$ cat src/rtl/eth_pkg.sv
// Shared constants and types for the Ethernet receive path.
package eth_pkg;

  localparam logic [31:0] CRC_POLY    = 32'h04C11DB7;
  localparam logic [31:0] CRC_INIT    = 32'hFFFFFFFF;
  localparam logic [31:0] CRC_RESIDUE = 32'hC704DD7B;

  localparam logic [7:0]  ETH_PREAMBLE = 8'h55;
  localparam logic [7:0]  ETH_SFD      = 8'hD5;

  typedef enum logic [1:0] {
    IDLE,
    PREAMBLE,
    BODY,
    DROP
  } rx_state_t;

  typedef struct packed {
    logic ok;
    logic crc_err;
    logic runt;
    logic too_long;
    logic phy_err;
  } rx_status_t;

endpackage

$ cat src/rtl/eth_crc32_step8.sv
// One-byte CRC-32 update, bits consumed LSB first (wire order).
module eth_crc32_step8
  import eth_pkg::*;
(
  input  logic [31:0] i_crc,
  input  logic [7:0]  i_data,
  output logic [31:0] o_crc
);

  logic [31:0] w_crc;

  // Eight serial shift/xor steps unrolled into one combinational update
  always_comb begin
    w_crc = i_crc;
    for (int unsigned i = 0; i < 8; i++) begin
      w_crc = {w_crc[30:0], 1'b0} ^ ((w_crc[31] ^ i_data[i]) ? CRC_POLY : '0);
    end
  end

  assign o_crc = w_crc;

endmodule

$ cat src/rtl/eth_rx_frame.sv
// Receive framer: preamble/SFD hunt, FCS stripping, CRC and length status.
module eth_rx_frame
  import eth_pkg::*;
#(
  parameter int unsigned MIN_FRAME = 64,
  parameter int unsigned MAX_FRAME = 1518
) (
  input  logic       clk,
  input  logic       reset,
  input  logic       rx_en,
  input  logic       rx_dv,
  input  logic       rx_er,
  input  logic [7:0] rx_data,
  output logic       out_valid,
  output logic [7:0] out_data,
  output logic       out_sof,
  output logic       out_eof,
  output logic       frame_done,
  output logic       frame_ok,
  output logic       crc_err,
  output logic       runt,
  output logic       too_long,
  output logic       phy_err
);

  rx_state_t  r_state;
  logic [31:0] r_crc;
  logic [10:0] r_cnt;
  logic        r_phy;
  logic [7:0]  r_dly [4];
  logic [7:0]  r_pend;
  rx_status_t  r_status;

  logic [31:0] w_crc_next;
  rx_status_t  w_status;

  eth_crc32_step8 u_crc (
    .i_crc  (r_crc),
    .i_data (rx_data),
    .o_crc  (w_crc_next)
  );

  // Status of the frame being closed by the current rx_dv=0 beat
  always_comb begin
    w_status          = '0;
    w_status.runt     = 32'(r_cnt) < MIN_FRAME;
    w_status.too_long = 32'(r_cnt) > MAX_FRAME;
    w_status.crc_err  = (r_crc != CRC_RESIDUE);
    w_status.phy_err  = r_phy | rx_er;
    w_status.ok       = !(w_status.runt | w_status.too_long |
                          w_status.crc_err | w_status.phy_err);
  end

  // Framing state machine, delay line and registered outputs.
  // The byte count doubles as the fill level of the delay line: with
  // count>=4 the line is full, with count>=5 the pending byte is valid,
  // and the pending byte is always body byte count-5.
  always_ff @(posedge clk) begin
    if (reset) begin
      r_state    <= IDLE;
      r_crc      <= CRC_INIT;
      r_cnt      <= '0;
      r_phy      <= 1'b0;
      r_pend     <= '0;
      for (int unsigned i = 0; i < 4; i++) r_dly[i] <= '0;
      r_status   <= '0;
      out_valid  <= 1'b0;
      out_data   <= '0;
      out_sof    <= 1'b0;
      out_eof    <= 1'b0;
      frame_done <= 1'b0;
    end else begin
      out_valid  <= 1'b0;
      out_sof    <= 1'b0;
      out_eof    <= 1'b0;
      frame_done <= 1'b0;
      if (rx_en) begin
        case (r_state)
          IDLE: begin
            if (rx_dv) r_state <= (rx_data == ETH_PREAMBLE) ? PREAMBLE : DROP;
          end
          PREAMBLE: begin
            if (!rx_dv) begin
              r_state <= IDLE;
            end else if (rx_data == ETH_SFD) begin
              r_state <= BODY;
              r_crc   <= CRC_INIT;
              r_cnt   <= '0;
              r_phy   <= 1'b0;
            end else if (rx_data != ETH_PREAMBLE) begin
              r_state <= DROP;
            end
          end
          BODY: begin
            if (rx_dv) begin
              r_crc <= w_crc_next;
              r_phy <= r_phy | rx_er;
              if (r_cnt != '1) r_cnt <= r_cnt + 11'd1;
              if (r_cnt >= 11'd5) begin
                out_valid <= 1'b1;
                out_data  <= r_pend;
                out_sof   <= (r_cnt == 11'd5);
              end
              if (r_cnt >= 11'd4) r_pend <= r_dly[3];
              r_dly[0] <= rx_data;
              for (int unsigned i = 1; i < 4; i++) r_dly[i] <= r_dly[i-1];
            end else begin
              r_state    <= IDLE;
              frame_done <= 1'b1;
              r_status   <= w_status;
              if (r_cnt >= 11'd5) begin
                out_valid <= 1'b1;
                out_data  <= r_pend;
                out_sof   <= (r_cnt == 11'd5);
                out_eof   <= 1'b1;
              end
            end
          end
          DROP: begin
            if (!rx_dv) r_state <= IDLE;
          end
          default: r_state <= IDLE;
        endcase
      end
    end
  end

  assign frame_ok = r_status.ok;
  assign crc_err  = r_status.crc_err;
  assign runt     = r_status.runt;
  assign too_long = r_status.too_long;
  assign phy_err  = r_status.phy_err;

endmodule

$ cat config.mk
export PLATFORM = sky130hd
export DESIGN_NAME = eth_rx_frame
export DESIGN_NICKNAME = d
export VERILOG_FILES = /design/src/rtl/eth_pkg.sv /design/src/rtl/eth_crc32_step8.sv /design/src/rtl/eth_rx_frame.sv
export SDC_FILE = /design/constraint.sdc
export NUM_CORES = 1
export LEC_CHECK = 0
export CORE_UTILIZATION = 35
export DETAILED_ROUTE_END_ITERATION = 8
export HOLD_SLACK_MARGIN = 0.06
export MAX_ROUTING_LAYER = met4
export PLACE_DENSITY = 0.55
export SETUP_SLACK_MARGIN = 0.4
export SLEW_MARGIN = 20
export SYNTH_ARGS = -nofsm -noshare
export SYNTH_HDL_FRONTEND = slang
export SYNTH_SLANG_ARGS = --single-unit
$ cat constraint.sdc
create_clock -name clk -period 4.4 [get_ports clk]
set_input_delay 1.1 -clock clk [delete_from_list [all_inputs] [get_ports clk]]
set_output_delay 1.1 -clock clk [all_outputs]
set_load 0.01 [all_outputs]
After elaboration in Yosys (flattened, before gate mapping)
Memory sizes are Yosys's and may differ from the RTL's. A register that Yosys moved wholly into a read port is not among the register bits.
Index checks and enable logic that the tools add are counted.
Operators by class
  add/subtract/negate cells: 1
  order comparisons: 4
  eq/ne operators: 16
  muxes and demuxes: 41
  bitwise gates (word level): 28
  reductions and logical operators: 13
Operator list (number)
  32-bit bitwise XOR: 8
  27-bit 2-to-1 mux: 8
  32-bit 2-to-1 mux: 3
  32-bit case mux with 2 select lines: 1
  11-bit 2-to-1 mux: 4
  8-bit 2-to-1 mux: 4
  32-bit != test, second input constant: 1
  11-bit by 3-bit >= comparator with 1-bit output, second input constant: 2
  11-bit case mux with 2 select lines: 1
  1-bit 2-to-1 mux: 12
  2-bit 2-to-1 mux: 6
  2-bit != test, second input constant: 6
  11-bit by 1-bit adder with 11-bit output, second input constant: 1
  11-bit by 3-bit equality test with 1-bit output, second input constant: 1
  11-bit greater-than comparator, second input constant: 1
  11-bit by 7-bit less-than comparator with 1-bit output, second input constant: 1
  11-bit != test, second input constant: 1
  8-bit by 7-bit equality test with 1-bit output, second input constant: 1
  8-bit equality test, second input constant: 1
  8-bit by 7-bit != test with 1-bit output, second input constant: 1
  1-bit bitwise OR: 8
  4-bit AND reduction: 2
  4-bit OR reduction: 2
  1-bit bitwise XOR: 8
  14 further kinds: 19
Storage, ports and cells
  bits in registers: 63
  bits in writable memories: 32
  input bits: 13
  output and inout bits: 17
  memories kept: 1
Memory list
  r_dly: words 4, width 8, rd ports 4, clocked after memory_dff 1, write ports 4, line eth_rx_frame.sv:30  | logic [7:0] r_dly [4];

Longest topological paths before layout
Gate-level depths: netlist of the first run.
  depth in word-level cells: 26
  gate-level depth with buffers: 7
  depth with buffers taken out: 6

Cells and area by module
Synthesis of the first run repeated with hierarchy kept, for this count alone.
Second synthesis, totals
  cell total of the unflattened synthesis: 476
  area, all modules: 5142.4 µm²
Modules (own cells, without submodules)
  eth_rx_frame: instances 1, cells each 411, area each 4151.5 µm²
  eth_crc32_step8: instances 1, cells each 65, area each 991.0 µm²

Least setup slack after synthesis of the first run
No wires, ideal clock.
  path type: input port to flip-flop
  from: input rx_en
  to: memory r_dly[0][0], enable pin
  data arrival time: 2.649 ns
  required time: 4.006 ns
  setup slack: 1.357 ns
  stages: 5
  path through: clkbuf_1 and2_1 nand2_1 clkbuf_1 nand2b_1
RTL lines
  start: declaration: line eth_rx_frame.sv:10  | input logic rx_en,
  end: declaration: line eth_rx_frame.sv:30

==> results of run 1 <==
## state kept, by name (all words and copies together) (netlist names), 2 cells and up
name	cells
out_data	8
r_cnt	11
r_crc	32
r_dly	32
r_pend	8
r_state	2
## worst max path at each step
stage | from | end | slack, ns | cells after the start
after floorplan | rx_en | r_dly[0][0]$_SDFFCE_PN0P_ | 1.36 | 5
after global placement | rx_data[0] | r_crc[9]$_SDFFE_PP1P_ | 0.93 | 6
after detailed placement | rx_data[0] | r_cnt[8]$_SDFFE_PP0P_ | 0.93 | 6
after CTS | rx_en | r_dly[0][4]$_SDFFCE_PN0P_ | 1.29 | 6
after global routing | rx_en | r_dly[0][3]$_SDFFCE_PN0P_ | 1.10 | 6
final | rx_en | r_dly[0][3]$_SDFFCE_PN0P_ | 1.27 | 6
## cells by family (layout without fill, tap and decap cells)
logic type                 Yosys count  in the layout
AOI/OAI and AO/OA                   66             66
xor gates and xnor gates            70             70
adders and majority gates            2              2
buffers and inverters               26             58
DFF                                103            103
muxes                               16             16
and+or+nand+nor                    161            161
## cells in the final DEF (no fill, tap or decap), types with 4 or more instances in the layout
cell             instances
dfxtp_1                 71
xnor2_1                 37
nor2_1                  36
and2_1                  33
edfxtp_1                32
clkdlybuf4s50_1         28
nand2b_1                23
nand2_1                 21
a21oi_1                 17
o22ai_1                 17
mux2i_1                 16
xor2_1                  12
nor3_1                  10
xnor3_1                 10
clkbuf_16                9
buf_4                    9
o21ai_0                  8
nand3_1                  6
nand4_1                  6
nor4_1                   5
xnor2_2                  5
inv_1                    4
nand4b_1                 4
o211ai_1                 4
## stage by stage
stage | instance area [um^2] | setup slack [ns] | power, mW | std cells
2_1_floorplan | 4850 | 1.36 | 1.28 | 444
3_3_place_gp | 5340 | 0.934 | 1.35 | 636
3_5_place_dp | 5340 | 0.929 | 1.35 | 636
4_1_cts | 5640 | 1.29 | 2.14 | 652
5_1_grt | 5640 | 1.10 | 2.21 | 652
6_report | 5640 | 1.27 | 2.11 | 652
## power breakdown
group,switching [mW],total (mW),internal [mW]
sequential,0.0170,1.02,1.00
clock,0.385,0.787,0.403
combinational,0.147,0.305,0.158
## final cells by class
type	instances	area, um^2
Multi-Input combinational cell	315	2370
Inverter	4	15.0
Tap cell	176	220
Sequential cell	103	2380
Timing Repair Buffer	38	353
Clock buffer	9	225
Fill cell	1294	7760
Clock inverter	7	77.6
## critical path, stage by stage
cell and delay, ns:
clkdlybuf4s50_1 0.60, and2_1 0.43, nand2_1 0.12, buf_4 0.26, nand2b_1 0.24, buf_4 0.38
## layer usage
metal	track usage, %	wire [um]	vias to the layer above
li1	-	-	1617
met1	19.7	4770	1501
met2	23.0	4610	57
met3	3.28	369	10
met4	4.92	133	0
met5	-	0	-
==> results.md, run 1 <==
- Worst rel slew slack: 35.1%
- WHS Path Cells: 2
- Post-synthesis simple-gate area fraction: 18.3%
- Syn_area_per_cell: 10.9 um^2
- Syn. warnings: 0
- Cell Area, Synth: 4850 um^2
- Crit start category: input port
- Leakage: 2.12 nW
- Setup repair bufs after CTS: 0
- Clock tree from TritonCTS: done
- Number of synthesized register bits: 103
- Maximum level of the CTS H-tree: 3
- Most area-hungry cell type in the Yosys netlist: dfxtp_1
- Startpoint of the worst-slack reg-to-reg timing path: r_cnt[7]$_SDFFE_PP0P_
- Sequential area share after synthesis: 49.1%
- Crit path time final: 3.13 ns
- Max FO, Critical Path: 27
- Final cycle utilization of the critical path: 71.1%
- Slew Viols, Final: 0
- Launch instance of the worst min-delay path: crc_err$_SDFFE_PP0P_
- Worst hold margin: 0.461 ns
- Number of library cell types mapped by synthesis: 49
- Number of nets produced by synthesis: 459
- CP Data Arrival Time: 3.15 ns
- Post-CTS clock slew at the launch and capture registers of the worst setup and hold paths: 0.07 ns
- Wire length of the first global-routing pass: 16200 um
- Layout area overhead: 16.3%
- Max-cap viol count: 0
- Antenna cells: 0
- DR vias: 3185
- I/O pin count: 30
- Worst Setup End Kind: register
- Overall die height: 120 um
- Starting DRC count in detailed routing: 147
- Pwr per Cell Area: 375 nW/um^2
- Post-route setup TNS: 0 ns
- Async set-reset flop share out of synthesis: 0%
- Post-layout net count: 486
- Total half-perimeter wirelength after legalization and detailed placement: 6870 um
- End of the worst hold path: crc_err$_SDFFE_PP0P_
- Post-synthesis cell count: 444
- Pin count of the biggest net entering global routing: 33
- Worst flop-to-flop path endpoint: r_pend[7]$_SDFFE_PP0P_
- Dominant cell by count in the synthesized netlist: dfxtp_1
- Largest vdd supply drop: 224 uV
- Setup slack on the worst flop-to-flop path: 1.86 ns
- Reg2reg path depth: 5
- Sinks on Clock Net: 103
- Number of cell rows: 42
- Data required, critical path: 4.42 ns
- Total global routing track utilization: 15.0%
- Overall routed net length: 9880 um
- Multiplexer area fraction after synthesis: 3.30%
- Number of antenna violations at the first check in global routing: 0
- Initial Utilization: 36.2%
- Number of enable-type register cells in the synthesized netlist: 32
- Vias in the first global route: 3099
- Crit path kind: input port to register
- DR pass1 iterations: 4
- Main synth FF type: dfxtp_1
- Final Hold Vio Count: 0
- Maximum clock frequency: 320 MHz
- Post-CTS Resized: 0
- Hold buffers post-CTS: 0
- Remaining design rule violation count: 0
- Worst slew pin tran: 0.972 ns
- Routability congestion estimate: 0.851
- Clock network latency to the later pin of the worst-skew pair: 0.35 ns
- Number of endpoints failing setup at the final stage: 0
- Post-DR vias/cell: 4.88
- Worst min path class: register to register
- Clock Tree Buf Depth: 2
- Layout cells sized above 1: 7.35%
- Cell types with the highest counts after synthesis: dfxtp_1, xnor2_1, nor2_1, and2_1, edfxtp_1
- RSZ-0062 raised after global routing: false
- Worst clock skew on the final layout: 0.00780 ns
- Post-layout util: 42.1%
- Top cells by area in the synthesized netlist: dfxtp_1, edfxtp_1, xnor2_1
- Horiz. Die Dim: 120 um
- WL per Instance: 15.2 um
- Total congestion overflow after global routing: 0
- Core ar.: 13400 um^2
- Combinational family with the most area after synthesis: simple AND/OR/NAND/NOR gates
- Synth Area in XOR/XNOR: 18.1%
- CTS root buffer: clkbuf_16
- Area share of the leading cell type in the synthesized netlist: 29.3%
- Residual antenna-violating net count after detailed routing: 0
- Status: complete, no violations
- Compound-Gate Fraction of Synth Area: 8.61%
- TritonCTS Buffers: 9
- Buffers added on ports: 29
- Adder and majority cell fraction of the synthesized area: 0.516%
- Full die area: 14300 um^2
No activity file was read; power rests on OpenSTA's default activity.
==> run 2, diff against run 1 <==
clock period = 3.2 ns   (was 4.4 ns; I/O delays follow)
==> results.md, run 2 (synthesized netlist as in run 1, its figures left out) <==
- Combined buffer and inverter count along the critical path: 1
- Overall die height: 120 um
- DR pass1 iterations: 4
- Sinks on Clock Net: 103
- Core ar.: 13400 um^2
- Crit path time final: 2.72 ns
- Wire length of the first global-routing pass: 16900 um
- Crit path kind: input port to register
- WL per Instance: 15.2 um
- DR vias: 3260
- CP Data Arrival Time: 3.02 ns
- RSZ-0062 raised after global routing: false
- Number of endpoints failing setup at the final stage: 0
- Maximum clock frequency: 368 MHz
- Worst hold margin: 0.462 ns
- Hold buffers post-CTS: 0
- Crit start category: input port
- Largest vdd supply drop: 256 uV
- Max-cap viol count: 0
- Layout area overhead: 18.4%
- Post-route setup TNS: 0 ns
- PnR Total Power: 2.93 mW
- Post-place setup slack: 0.107 ns
- Antenna cells: 0
- Number of cells after detailed placement: 649
- Pwr per Cell Area: 510 nW/um^2
- Layout cells sized above 1: 9.82%
- I/O pin count: 30
- Number of cell rows: 42
- Kind of cell adding the most delay to the critical path: simple AND/OR/NAND/NOR gates
- Number of antenna violations at the first check in global routing: 0
- Crit-path cells: clkdlybuf4s50_1 -> or3b_1 -> or3_1 -> a21o_1 -> or4_1 -> nand2_1
- Fin cells: 665
- Clock tree from TritonCTS: done
- CTS root buffer: clkbuf_16
- Registers with the most flip-flops: r_crc: 32 flops, r_dly: 32 flops, r_cnt: 11 flops
- Worst slew pin tran: 0.962 ns
- Horiz. Die Dim: 120 um
- Clock network latency to the later pin of the worst-skew pair: 0.35 ns
- Total congestion overflow after global routing: 0
- Max FO, Critical Path: 5
- Maximum level of the CTS H-tree: 3
- Worst Setup End Kind: register
- Starting DRC count in detailed routing: 140
- Status: complete, no violations
- Crit path largest cell delay: 0.48 ns
- Total half-perimeter wirelength after legalization and detailed placement: 6980 um
- Fillers: 1295
- Final Hold Vio Count: 0
- Worst rel slew slack: 35.7%
- Clock Tree Buf Depth: 2
- Routability congestion estimate: 0.867
- Overall routed net length: 10100 um
- Worst min path class: register to register
- Initial Utilization: 36.2%
- Commonest non-fill, non-tap cell in the layout: dfxtp_1
- Setup repair bufs after CTS: 0
- Post-CTS clock slew at the launch and capture registers of the worst setup and hold paths: 0.08 ns
- Full die area: 14300 um^2
- Data required, critical path: 3.50 ns
- Leakage: 2.19 nW
- Remaining design rule violation count: 0
- Pin count of the biggest net entering global routing: 37
- Post-DR vias/cell: 4.90
- Post-layout net count: 499
- Post-layout worst setup margin: 0.481 ns
- Final cycle utilization of the critical path: 85.0%
- Post-CTS Resized: 0
- CP max stage cell: clkdlybuf4s50_1
- Vias in the first global route: 3211
- Commonest non-fill, non-tap cells in the layout: dfxtp_1, xnor2_1, nor2_1
- Slew Viols, Final: 0
- TritonCTS Buffers: 9
- Worst clock skew on the final layout: 0.00531 ns
- Residual antenna-violating net count after detailed routing: 0
- Total global routing track utilization: 15.6%
- Buffers added on ports: 29
-- run 2: cell count changes in the layout (fill, tap and decap cells not counted), sizes merged --
cell,change
buf,+13
clkinv,-2
inv,+2
-- run 2: worst min-delay path: cells and delay by family, from the launching register on --
kind,cells,cell delay (ns)
AOI/OAI and AO/OA,1,0.05
DFF,1,0.31
and+or+nand+nor,1,0.05
-- run 2: layer usage --
| metal | track usage, % | share of wire, % |
|---|---|---|
| met4 | 4.45 | 1.3 |
| met1 | 20.4 | 47 |
| met5 | - | 0 |
| met2 | 24.6 | 47 |
| met3 | 3.14 | 4.0 |
-- run 2: final cells by class --
class	count	area, um^2	area share (%)
clock inverters	7	72.6	1.26
repair buffers	51	463	8.06
flip-flops and latches	103	2380	41.5
clock buffers	9	225	3.92
multi-input cells	315	2370	41.2
well taps	176	220	3.83
inverters	4	15.0	0.261
-- run 2: final timing paths --
check | slack (ns) | endpoint | startpoint | depth (start not counted)
hold reg to reg | 0.46 | crc_err$_SDFFE_PP0P_ | crc_err$_SDFFE_PP0P_ | 2
setup / recovery | 0.48 | r_cnt[8]$_SDFFE_PP0P_ | rx_data[1] | 6
hold / removal | 0.46 | crc_err$_SDFFE_PP0P_ | crc_err$_SDFFE_PP0P_ | 2
setup reg to reg | 0.66 | r_pend[5]$_SDFFE_PP0P_ | r_cnt[7]$_SDFFE_PP0P_ | 5
-- run 2: metrics by stage --
stage | area, um^2 | utilization [%]
4_1_cts | 5750 | 42.9
2_1_floorplan | 4850 | -
6_report | 5750 | 42.9
5_1_grt | 5750 | 42.9
3_5_place_dp | 5450 | 40.7
3_3_place_gp | 5450 | 40.7
-- run 2: power by group --
part           switching, mW  internal [mW]  leakage (nW)
logic                  0.203          0.236          1.14
registers             0.0230           1.38         0.908
clock network          0.533          0.554         0.145
